<file path="src/rtl/regfile_writer_pkg.sv">
// Shared definitions for the MIPS register-file write path.
// Used by the register file and by regfile_writer.
package regfile_writer_pkg;

    localparam int DEF_DEPTH = 4;
    localparam int DEF_WIDTH = 32;
    localparam int DEF_AW    = 5;

    localparam logic [DEF_AW-1:0] ZERO_REG = '0;

    typedef struct packed {
        logic [DEF_AW-1:0]    addr;
        logic [DEF_WIDTH-1:0] data;
    } entry_t;

endpackage

</file>
<file path="src/rtl/regfile_writer_if.sv">
// Write-request handshake between the pipeline (master)
// and regfile_writer (slave).
interface regfile_writer_if
    import regfile_writer_pkg::*;
#(
    parameter int AW    = DEF_AW,
    parameter int WIDTH = DEF_WIDTH
);

    logic             InValid;
    logic             InReady;
    logic [AW-1:0]    InRegister;
    logic [WIDTH-1:0] InData;

    modport master (
        output InValid,
        output InRegister,
        output InData,
        input  InReady
    );

    modport slave (
        input  InValid,
        input  InRegister,
        input  InData,
        output InReady
    );

endinterface

</file>
<file path="src/rtl/regfile_writer_wb_queue.sv">
// Circular write-back buffer with head/tail pointers, occupancy,
// and an age-ordered view of all slots (index 0 is the head).
module wb_queue #(
    parameter int  DEPTH = 4,
    parameter int  WIDTH = 32,
    parameter int  AW    = 5,
    localparam int PW    = $clog2(DEPTH),
    localparam int CW    = PW + 1
) (
    input  logic                   clk,
    input  logic                   rst,
    input  logic                   push_i,
    input  logic [AW-1:0]          push_addr_i,
    input  logic [WIDTH-1:0]       push_data_i,
    input  logic                   pop_i,
    output logic [CW-1:0]          count_o,
    output logic [AW-1:0]          head_addr_o,
    output logic [WIDTH-1:0]       head_data_o,
    output logic [DEPTH-1:0]       valid_o,
    output logic [DEPTH*AW-1:0]    addr_o,
    output logic [DEPTH*WIDTH-1:0] data_o
);

    logic [AW-1:0]    addr_q [DEPTH];
    logic [WIDTH-1:0] data_q [DEPTH];

    logic [PW-1:0] head_q, head_d;
    logic [PW-1:0] tail_q, tail_d;
    logic [CW-1:0] count_q, count_d;
    logic [PW-1:0] slot;

    always_comb begin
        head_d  = head_q;
        tail_d  = tail_q;
        count_d = count_q;
        if (push_i) tail_d = tail_q + 1'b1;
        if (pop_i)  head_d = head_q + 1'b1;
        unique case ({push_i, pop_i})
            2'b10:   count_d = count_q + 1'b1;
            2'b01:   count_d = count_q - 1'b1;
            default: count_d = count_q;
        endcase
    end

    always_ff @(posedge clk or posedge rst) begin
        if (rst) begin
            head_q  <= '0;
            tail_q  <= '0;
            count_q <= '0;
        end else begin
            head_q  <= head_d;
            tail_q  <= tail_d;
            count_q <= count_d;
        end
    end

    // Payload storage needs no reset; occupancy gates every use.
    always_ff @(posedge clk) begin
        if (push_i) begin
            addr_q[tail_q] <= push_addr_i;
            data_q[tail_q] <= push_data_i;
        end
    end

    always_comb begin
        slot = '0;
        for (int i = 0; i < DEPTH; i++) begin
            slot                     = head_q + PW'(i);
            valid_o[i]               = CW'(i) < count_q;
            addr_o[i*AW +: AW]       = addr_q[slot];
            data_o[i*WIDTH +: WIDTH] = data_q[slot];
        end
    end

    assign count_o     = count_q;
    assign head_addr_o = addr_q[head_q];
    assign head_data_o = data_q[head_q];

endmodule

</file>
<file path="src/rtl/regfile_writer.sv">
// Buffered write-side initiator for the 32x32 MIPS register file,
// with queued-value forwarding for two read addresses.
module regfile_writer
    import regfile_writer_pkg::*;
#(
    parameter int  DEPTH = DEF_DEPTH,
    parameter int  WIDTH = DEF_WIDTH,
    parameter int  AW    = DEF_AW,
    localparam int CW    = $clog2(DEPTH) + 1
) (
    input  logic             Clk,
    input  logic             Reset,
    regfile_writer_if.slave  req,
    input  logic             Hold,
    output logic [AW-1:0]    WriteRegister,
    output logic [WIDTH-1:0] WriteData,
    output logic             RegWrite,
    input  logic [AW-1:0]    QueryReg1,
    input  logic [AW-1:0]    QueryReg2,
    output logic             Pending1,
    output logic             Pending2,
    output logic [WIDTH-1:0] Fwd1,
    output logic [WIDTH-1:0] Fwd2,
    output logic [CW-1:0]    Count,
    output logic             Empty
);

    logic [CW-1:0]          count;
    logic [AW-1:0]          head_addr;
    logic [WIDTH-1:0]       head_data;
    logic [DEPTH-1:0]       valid;
    logic [DEPTH*AW-1:0]    addrs;
    logic [DEPTH*WIDTH-1:0] datas;
    logic                   push;
    logic                   pop;
    logic                   empty;

    assign empty       = (count == '0);
    assign req.InReady = (count < CW'(DEPTH));
    assign push        = req.InValid && req.InReady
                       && (req.InRegister != AW'(ZERO_REG));
    assign pop         = !empty && !Hold;

    wb_queue #(
        .DEPTH (DEPTH),
        .WIDTH (WIDTH),
        .AW    (AW)
    ) u_queue (
        .clk         (Clk),
        .rst         (Reset),
        .push_i      (push),
        .push_addr_i (req.InRegister),
        .push_data_i (req.InData),
        .pop_i       (pop),
        .count_o     (count),
        .head_addr_o (head_addr),
        .head_data_o (head_data),
        .valid_o     (valid),
        .addr_o      (addrs),
        .data_o      (datas)
    );

    // Entries are scanned oldest first, so a later match is younger.
    function automatic logic [WIDTH:0] lookup(
        input logic [AW-1:0]          q,
        input logic [DEPTH-1:0]       v,
        input logic [DEPTH*AW-1:0]    a,
        input logic [DEPTH*WIDTH-1:0] d
    );
        logic [WIDTH:0] r;
        r = '0;
        for (int i = 0; i < DEPTH; i++) begin
            if (q != AW'(ZERO_REG) && v[i] && a[i*AW +: AW] == q)
                r = {1'b1, d[i*WIDTH +: WIDTH]};
        end
        return r;
    endfunction

    assign {Pending1, Fwd1} = lookup(QueryReg1, valid, addrs, datas);
    assign {Pending2, Fwd2} = lookup(QueryReg2, valid, addrs, datas);

    assign RegWrite      = pop;
    assign WriteRegister = empty ? '0 : head_addr;
    assign WriteData     = empty ? '0 : head_data;
    assign Count         = count;
    assign Empty         = empty;

endmodule

</file>
<file path="src/flat_wrapper.sv">
// flat-port wrapper written by rule: the top's interface ports become plain ports
module regfile_writer_flat import regfile_writer_pkg::*;
#(
    parameter int  DEPTH = DEF_DEPTH,
    parameter int  WIDTH = DEF_WIDTH,
    parameter int  AW    = DEF_AW,
    localparam int CW    = $clog2(DEPTH) + 1
)
  (Clk, Reset, Hold, WriteRegister, WriteData, RegWrite, QueryReg1, QueryReg2, Pending1, Pending2, Fwd1, Fwd2, Count, Empty, req_InValid, req_InRegister, req_InData, req_InReady);
  regfile_writer_if #(.AW(AW), .WIDTH(WIDTH)) req_i ();
  input  logic Clk;
  input  logic Reset;
  input  logic Hold;
  output logic [AW-1:0] WriteRegister;
  output logic [WIDTH-1:0] WriteData;
  output logic RegWrite;
  input  logic [AW-1:0] QueryReg1;
  input  logic [AW-1:0] QueryReg2;
  output logic Pending1;
  output logic Pending2;
  output logic [WIDTH-1:0] Fwd1;
  output logic [WIDTH-1:0] Fwd2;
  output logic [CW-1:0] Count;
  output logic Empty;
  input wire logic [$bits(req_i.InValid)-1:0] req_InValid;
  input wire logic [$bits(req_i.InRegister)-1:0] req_InRegister;
  input wire logic [$bits(req_i.InData)-1:0] req_InData;
  output wire logic [$bits(req_i.InReady)-1:0] req_InReady;
  assign req_i.InValid = req_InValid;
  assign req_i.InRegister = req_InRegister;
  assign req_i.InData = req_InData;
  assign req_InReady = req_i.InReady;
  regfile_writer #(.DEPTH(DEPTH), .WIDTH(WIDTH), .AW(AW)) u_core (.Clk(Clk), .Reset(Reset), .req(req_i), .Hold(Hold), .WriteRegister(WriteRegister), .WriteData(WriteData), .RegWrite(RegWrite), .QueryReg1(QueryReg1), .QueryReg2(QueryReg2), .Pending1(Pending1), .Pending2(Pending2), .Fwd1(Fwd1), .Fwd2(Fwd2), .Count(Count), .Empty(Empty));
endmodule
</file>
<file path="config.mk">
export PLATFORM = sky130hd
export DESIGN_NAME = regfile_writer_flat
export DESIGN_NICKNAME = d
export VERILOG_FILES = /design/src/rtl/regfile_writer_pkg.sv /design/src/rtl/regfile_writer_if.sv /design/src/rtl/regfile_writer_wb_queue.sv /design/src/rtl/regfile_writer.sv /design/src/flat_wrapper.sv
export SDC_FILE = /design/constraint.sdc
export NUM_CORES = 1
export LEC_CHECK = 0
export ABC_AREA = 1
export BUFFER_PORTS_ARGS = -buffer_cell sky130_fd_sc_hd__clkbuf_2
export CORE_MARGIN = 2
export CORE_UTILIZATION = 60
export CTS_CLUSTER_DIAMETER = 60
export CTS_CLUSTER_SIZE = 28
export DETAILED_ROUTE_END_ITERATION = 8
export HOLD_SLACK_MARGIN = 0.1
export PLACE_DENSITY_LB_ADDON = 0.25
export SLEW_MARGIN = 0
export SYNTH_ARGS = -nofsm -noshare
export SYNTH_HDL_FRONTEND = slang
export SYNTH_SLANG_ARGS = --single-unit
</file>
<file path="constraint.sdc">
create_clock -name Clk -period 5.1 [get_ports Clk]
set_input_delay 0.255 -clock Clk [delete_from_list [all_inputs] [get_ports Clk]]
set_output_delay 0.255 -clock Clk [all_outputs]
set_load 0.02 [all_outputs]
</file>
Word level (Yosys, flattened, before mapping). Memory sizes are Yosys's and may differ from the RTL's. Index checks and enable logic that the tools add are counted. W data, S select, Z words.

Reductions and logical operators: 26. $lt $le $gt $ge: 5. Add/subtract/negate cells: 6. Equal/unequal tests: 10. Multiplexer cells: 13.

Operators with widths (number): $mux W33 (8); $eq A5 B5 Y1 (8); $mux W32 (1); $logic_and A1 B1 Y1 (19); $reduce_bool A5 Y1 (3); $lt A1 B3 Y1 const A (2); $lt A2 B3 Y1 const A (2); $pmux W3 S2 (1); $mux W5 (1); $add A2 B1 Y2 const B (2); $add A2 B2 Y2 const B (2); $add A3 B1 Y3 const B (1); $logic_not A3 Y1 (1); $lt A3 B3 Y1 const B (1); $sub A3 B1 Y3 const B (1); $eq A2 B1 Y1 const B (1); $eq A2 B2 Y1 const B (1); $logic_not A1 Y1 (2); $mux W1 (2); $reduce_bool A2 Y1 (1).

Output and inout bits: 109. Register bits after elaboration: 7. Memory bits (writable): 148. Word-level logic and storage cells: 65. Memories kept: 2. Bits of input ports: 51.

Memories: u_core.u_queue.data_q (depth 4, bits a word 32, read ports 4, clocked after memory_dff 0, write ports 1, line regfile_writer_wb_queue.sv:25) `logic [WIDTH-1:0] data_q [DEPTH];`; u_core.u_queue.addr_q (depth 4, bits a word 5, read ports 4, clocked after memory_dff 0, write ports 1, line regfile_writer_wb_queue.sv:24) `logic [AW-1:0] addr_q [DEPTH];`.

Depth between registers and ports, before layout.
Word-level depth: 7. Gate-level depth with buffers: 17. Depth with buffers taken out: 14.

By module. From an unflattened synthesis, not the netlist that was laid out.

Cells, all modules: 1899. Area, all modules: 13013.7 um^2.

By module, submodules not included: wb_queue (instances 1, area an instance 8718.4 um^2, cells an instance 970, sequential area each 4619.4 um^2); regfile_writer (instances 1, area an instance 4295.4 um^2, cells an instance 929, sequential area each 0.0 um^2).

Least setup slack after synthesis. Ideal clock, no wire load.

Path type: register -> register. Start: register u_core.u_queue.count_q[2], in the netlist u_core.u_queue.count_o[2]. End: memory u_core.u_queue.addr_q[0][0], enable pin. Slack: 2.065 ns. Buffers on the path: 0. Period minus slack after synthesis: 3.035 ns. Required time: 4.669 ns. Cell stages (with the launch flop): 4. Arrival: 2.604 ns. Setup time: 0.431 ns. Cell sequence: dfrtp_1 -> inv_1 -> o311ai_2 -> nor2_1.

Longest elaborated chain between the ends: 5.

Ends and longest elaborated chain: from (decl) (line regfile_writer_wb_queue.sv:29) `logic [CW-1:0] count_q, count_d;`; from (signal assigned) (line regfile_writer_wb_queue.sv:53) `count_q <= count_d;`; $lt A3 B3 Y1 (line regfile_writer.sv:39) `assign req.InReady = (count < CW'(DEPTH));`; net req_InReady (line flat_wrapper.sv:28) `output wire logic [$bits(req_i.InReady)-1:0] req_InReady;`; $logic_and A1 B1 Y1 (line regfile_writer.sv:40) `assign push = req.InValid && req.InReady`; $logic_and A1 B1 Y1 (line regfile_writer.sv:41) `&& (req.InRegister != AW'(ZERO_REG));`; $mux W1 (line regfile_writer_wb_queue.sv:59) `if (push_i) begin`; $mux W1 (implied by the code) (line regfile_writer_wb_queue.sv:60) `addr_q[tail_q] <= push_addr_i;`; to (decl) (line regfile_writer_wb_queue.sv:24).

The timed path passes the listed nets, and every way through them passes these cells.

Final worst setup path.
Start: register u_core.u_queue.head_q[0]. End: output port Pending1.

Longest elaborated chain between the ends: 7. Elaborated cells between the ends (all ways): 16. Classes of those cells: add/sub (3); eq/ne (4); mux (4); reduce/logical (4); memory (1).

Ends and longest elaborated chain: from (decl) (line regfile_writer_wb_queue.sv:27) `logic [PW-1:0] head_q, head_d;`; from (signal assigned) (line regfile_writer_wb_queue.sv:47) `head_q <= '0;`; from (signal assigned) (line regfile_writer_wb_queue.sv:51) `head_q <= head_d;`; $add A2 B1 Y2 or $mem_v2 Z4 W5 (tied branches); $mem_v2 Z4 W5 *; $eq A5 B5 Y1 or $logic_and A1 B1 Y1 (tied branches) (line regfile_writer.sv:73) `if (q != AW'(ZERO_REG) && v[i] && a[i*AW +: AW] == q)`; $logic_and A1 B1 Y1 or $mux W33 (tied branches) (line regfile_writer.sv:73); $mux W33 (2 in a row) (line regfile_writer.sv:73); $mux W33 * (line regfile_writer.sv:73); to (decl) (line flat_wrapper.sv:19) `output logic Pending1;`.

Every way passes the cells marked *; elsewhere a longest branch is shown, timed or not.

==> qor.csv <==
metric;value;unit
outcome;finished clean;
die_span_in_y;147;um
final-instance-count-excl-fill;2268;
cts_buffers;17;
detailedRoute.firstPassIterationCount;6;
syn_inst;1876;
synthesis.nets;1936;
drt-vias-per-instance;5.71;
transition_time_of_the_tightest_slew_check_pin;1150;ps
final-max-slew-violation-count;0;
cts.sinks;155;
largest_net_degree_at_the_start_of_global_routing;136;
grtUsageTotal;34.0;%
worst_r2r_endpoint;u_core.u_queue.head_q[1]$_DFFE_PP0P_;
critPathArrivalTime;4250;ps
overflow;0;
mostFrequentLayoutCells;sky130_fd_sc_hd__nand2_1 (662), sky130_fd_sc_hd__nor2_1 (258), sky130_fd_sc_hd__o21ai_0 (210);
clk_latency;430;ps
postSynthAreaPerCell;6.50;sq um
wire_per_inst;16.3;um
nets;2045;
ys.warnings.count;0;
dr_total_vias;13000;
cts-root-buf;sky130_fd_sc_hd__clkbuf_16;
diodes;0;
antenna_found_initial;0;
maxCapViolations;0;
finalCritPeriodShare;88.3;%
critPathRequiredTime;4850;ps
hold-path-cell-count;1;
finalSetupTns;0;ps
die_w;147;um
detail_route.drc_violations;0;
cts-hold-fix-buffers;36;
synth_top_cell_by_area;sky130_fd_sc_hd__edfxtp_1;
drtIter0Drc;1542;
dpl.cell_count;2200;
postCtsSetupBuffers;0;
crit_type;reg2out;
final_worst_slack;594;ps
first_pass_grt_wire_length;58700;um
post_synth_main_area_contributors;sky130_fd_sc_hd__edfxtp_1 (36%), sky130_fd_sc_hd__nand2_1 (20%), sky130_fd_sc_hd__o21ai_0 (8.6%), sky130_fd_sc_hd__nor2_1 (8.1%), sky130_fd_sc_hd__inv_1 (5.0%);
placeableCoreArea;0.0201;sq mm
design.portCount;160;
slew_headroom;23.5;%
total_leakage_power;6.56;nW
synth_async_sr_flop_share;4.52;%
synthDistinctLibCells;33;
dpl_worst_slack;1150;ps
report.power.total;9.39;mW
hold_start;req_InRegister[2];
critical_path.max_fanout;92;
synth-edff-count;148;
die_area;0.0215;sq mm
placementRows;52;
setup-violations-final;0;
irDropWorstVdd;0.000362;V
yosys_most_used_dff;sky130_fd_sc_hd__edfxtp_1;
min_delay_worst_endpoint;u_core.u_queue.addr_q[0][2]$_DFFE_PP_;
max_freq;222;MHz
initial_standard_cell_utilization_of_the_core;60.7;%
postSynthRegisterBits;155;
max-clock-path-buffers;2;
clkTransAtPathRegs;60;ps
layout_commonest_cell;sky130_fd_sc_hd__nand2_1;
first_global_vias;11700;
routability_congestion_estimate;0.990;
cts-htree-levels;4;
synth.cell_area;0.0122;sq mm
ctsResizeCount;0;
worst-r2r-cell-count;6;
critPathCaptureType;output port;
power_density;680;mW/mm^2
place.detailed.hpwl;23200;um
final_hold_viol_count;0;
skew;11.9;ps
share_of_the_synthesized_area_in_the_top_cell_type;36.4;%
share_of_post_route_cells_with_drive_strength_above_1;12.3;%
port-buffer-count;159;
route.antenna.remaining_nets;0;
routed_wirelength;36900;um
grt_setup_unrepaired;false;
worst_r2r_startpoint;u_core.u_queue.head_q[0]$_DFFE_PP0P_;
reg2reg_setup_slack;2540;ps
worstSetupStartpointType;flip-flop;
finalCriticalPeriod;4510;ps
tritoncts;done;
seq_area_frac_synth;37.9;%
syn2layout_area_growth;13.2;%
class_of_the_most_critical_hold_timing_path;in2reg;
-- metrics by stage --
step	utilization [%]	cell area (sq um)	hold WS (ps)
CTS	68.7	13800	104
global placement	64.1	12900	213
global route	68.7	13800	105
floorplan	-	12200	58.4
detailed placement	64.1	12900	225
finish	68.7	13800	115
-- power breakdown --
group / total, mW / switching, mW / internal (mW)
Sequential: 1.84 / 0.228 / 1.62
Combinational: 6.30 / 4.64 / 1.66
Clock: 1.24 / 0.561 / 0.681
Total: 9.39 / 5.43 / 3.96
-- flip-flops by register name (all words and copies together) (netlist names) --
name                    count
u_core.u_queue.addr_q      20
u_core.u_queue.tail_q       2
u_core.u_queue.data_q     128
u_core.u_queue.count_o      3
u_core.u_queue.head_q       2
-- cell families (layout without fill, tap and decap cells) --
kind of cell | after synthesis | count (layout) | synth area share, %
AOI/OAI and AO/OA | 279 | 279 | 11.6
xor gates and xnor gates | 9 | 9 | 0.646
adders and majority gates | 9 | 9 | 0.923
buffers and inverters | 295 | 417 | 10.9
DFF | 155 | 155 | 37.9
muxes | 2 | 2 | 0.164
and+or+nand+nor | 1127 | 1127 | 37.9
-- Yosys cell counts (7+ instances only) --
cell type,number
sky130_fd_sc_hd__nand2_1,663
sky130_fd_sc_hd__nor2_1,264
sky130_fd_sc_hd__o21ai_0,210
sky130_fd_sc_hd__inv_1,164
sky130_fd_sc_hd__edfxtp_1,148
sky130_fd_sc_hd__nand3_1,115
sky130_fd_sc_hd__nand4_1,67
sky130_fd_sc_hd__o21ai_1,60
sky130_fd_sc_hd__buf_2,54
sky130_fd_sc_hd__clkbuf_1,29
sky130_fd_sc_hd__buf_4,20
sky130_fd_sc_hd__buf_1,14
sky130_fd_sc_hd__buf_6,10
sky130_fd_sc_hd__ha_1,9
sky130_fd_sc_hd__dfrtp_1,7
sky130_fd_sc_hd__xor2_1,7
-- how the worst max path moves through the flow --
stage / start / end
2_1_floorplan: u_core.u_queue.count_o[2]$_DFFE_PP0P_ / u_core.u_queue.addr_q[0][0]$_DFFE_PP_
6_report: u_core.u_queue.head_q[0]$_DFFE_PP0P_ / Pending1
4_1_cts: u_core.u_queue.head_q[0]$_DFFE_PP0P_ / Pending1
3_5_place_dp: u_core.u_queue.head_q[0]$_DFFE_PP0P_ / Pending1
3_3_place_gp: u_core.u_queue.head_q[0]$_DFFE_PP0P_ / Fwd1[3]
5_1_grt: u_core.u_queue.head_q[0]$_DFFE_PP0P_ / Fwd2[25]
-- final cells by class --
type	instances	area, sq um
Fill cell	1713	6290
Tap cell	270	338
Timing Repair Buffer	217	1320
Clock buffer	18	429
Multi-Input combinational cell	1426	6330
Inverter	168	633
Clock inverter	14	136
Sequential cell	155	4630
-- metal layers --
metal | vias to the layer above | track usage (%) | wire length [um]
met4 | 0 | 11.5 | 998
met2 | 806 | 54.6 | 16900
met5 | - | 0 | 0
met3 | 99 | 6.72 | 4190
met1 | 5774 | 46.3 | 14800
li1 | 6275 | - | -
-- worst max-delay path: stages (launching register included) --
cell                       delay [ps]
sky130_fd_sc_hd__dfrtp_4          970
sky130_fd_sc_hd__inv_4            220
sky130_fd_sc_hd__nand2_1          140
sky130_fd_sc_hd__nand2_2          380
sky130_fd_sc_hd__o21ai_2          370
sky130_fd_sc_hd__o21ai_1           90
sky130_fd_sc_hd__nor2_1           170
sky130_fd_sc_hd__nand2_1          120
sky130_fd_sc_hd__nor2_4           550
sky130_fd_sc_hd__buf_4            390
sky130_fd_sc_hd__inv_1             70
sky130_fd_sc_hd__nand4_1          110
sky130_fd_sc_hd__clkbuf_2         220
(Power assumes the default switching activity.)
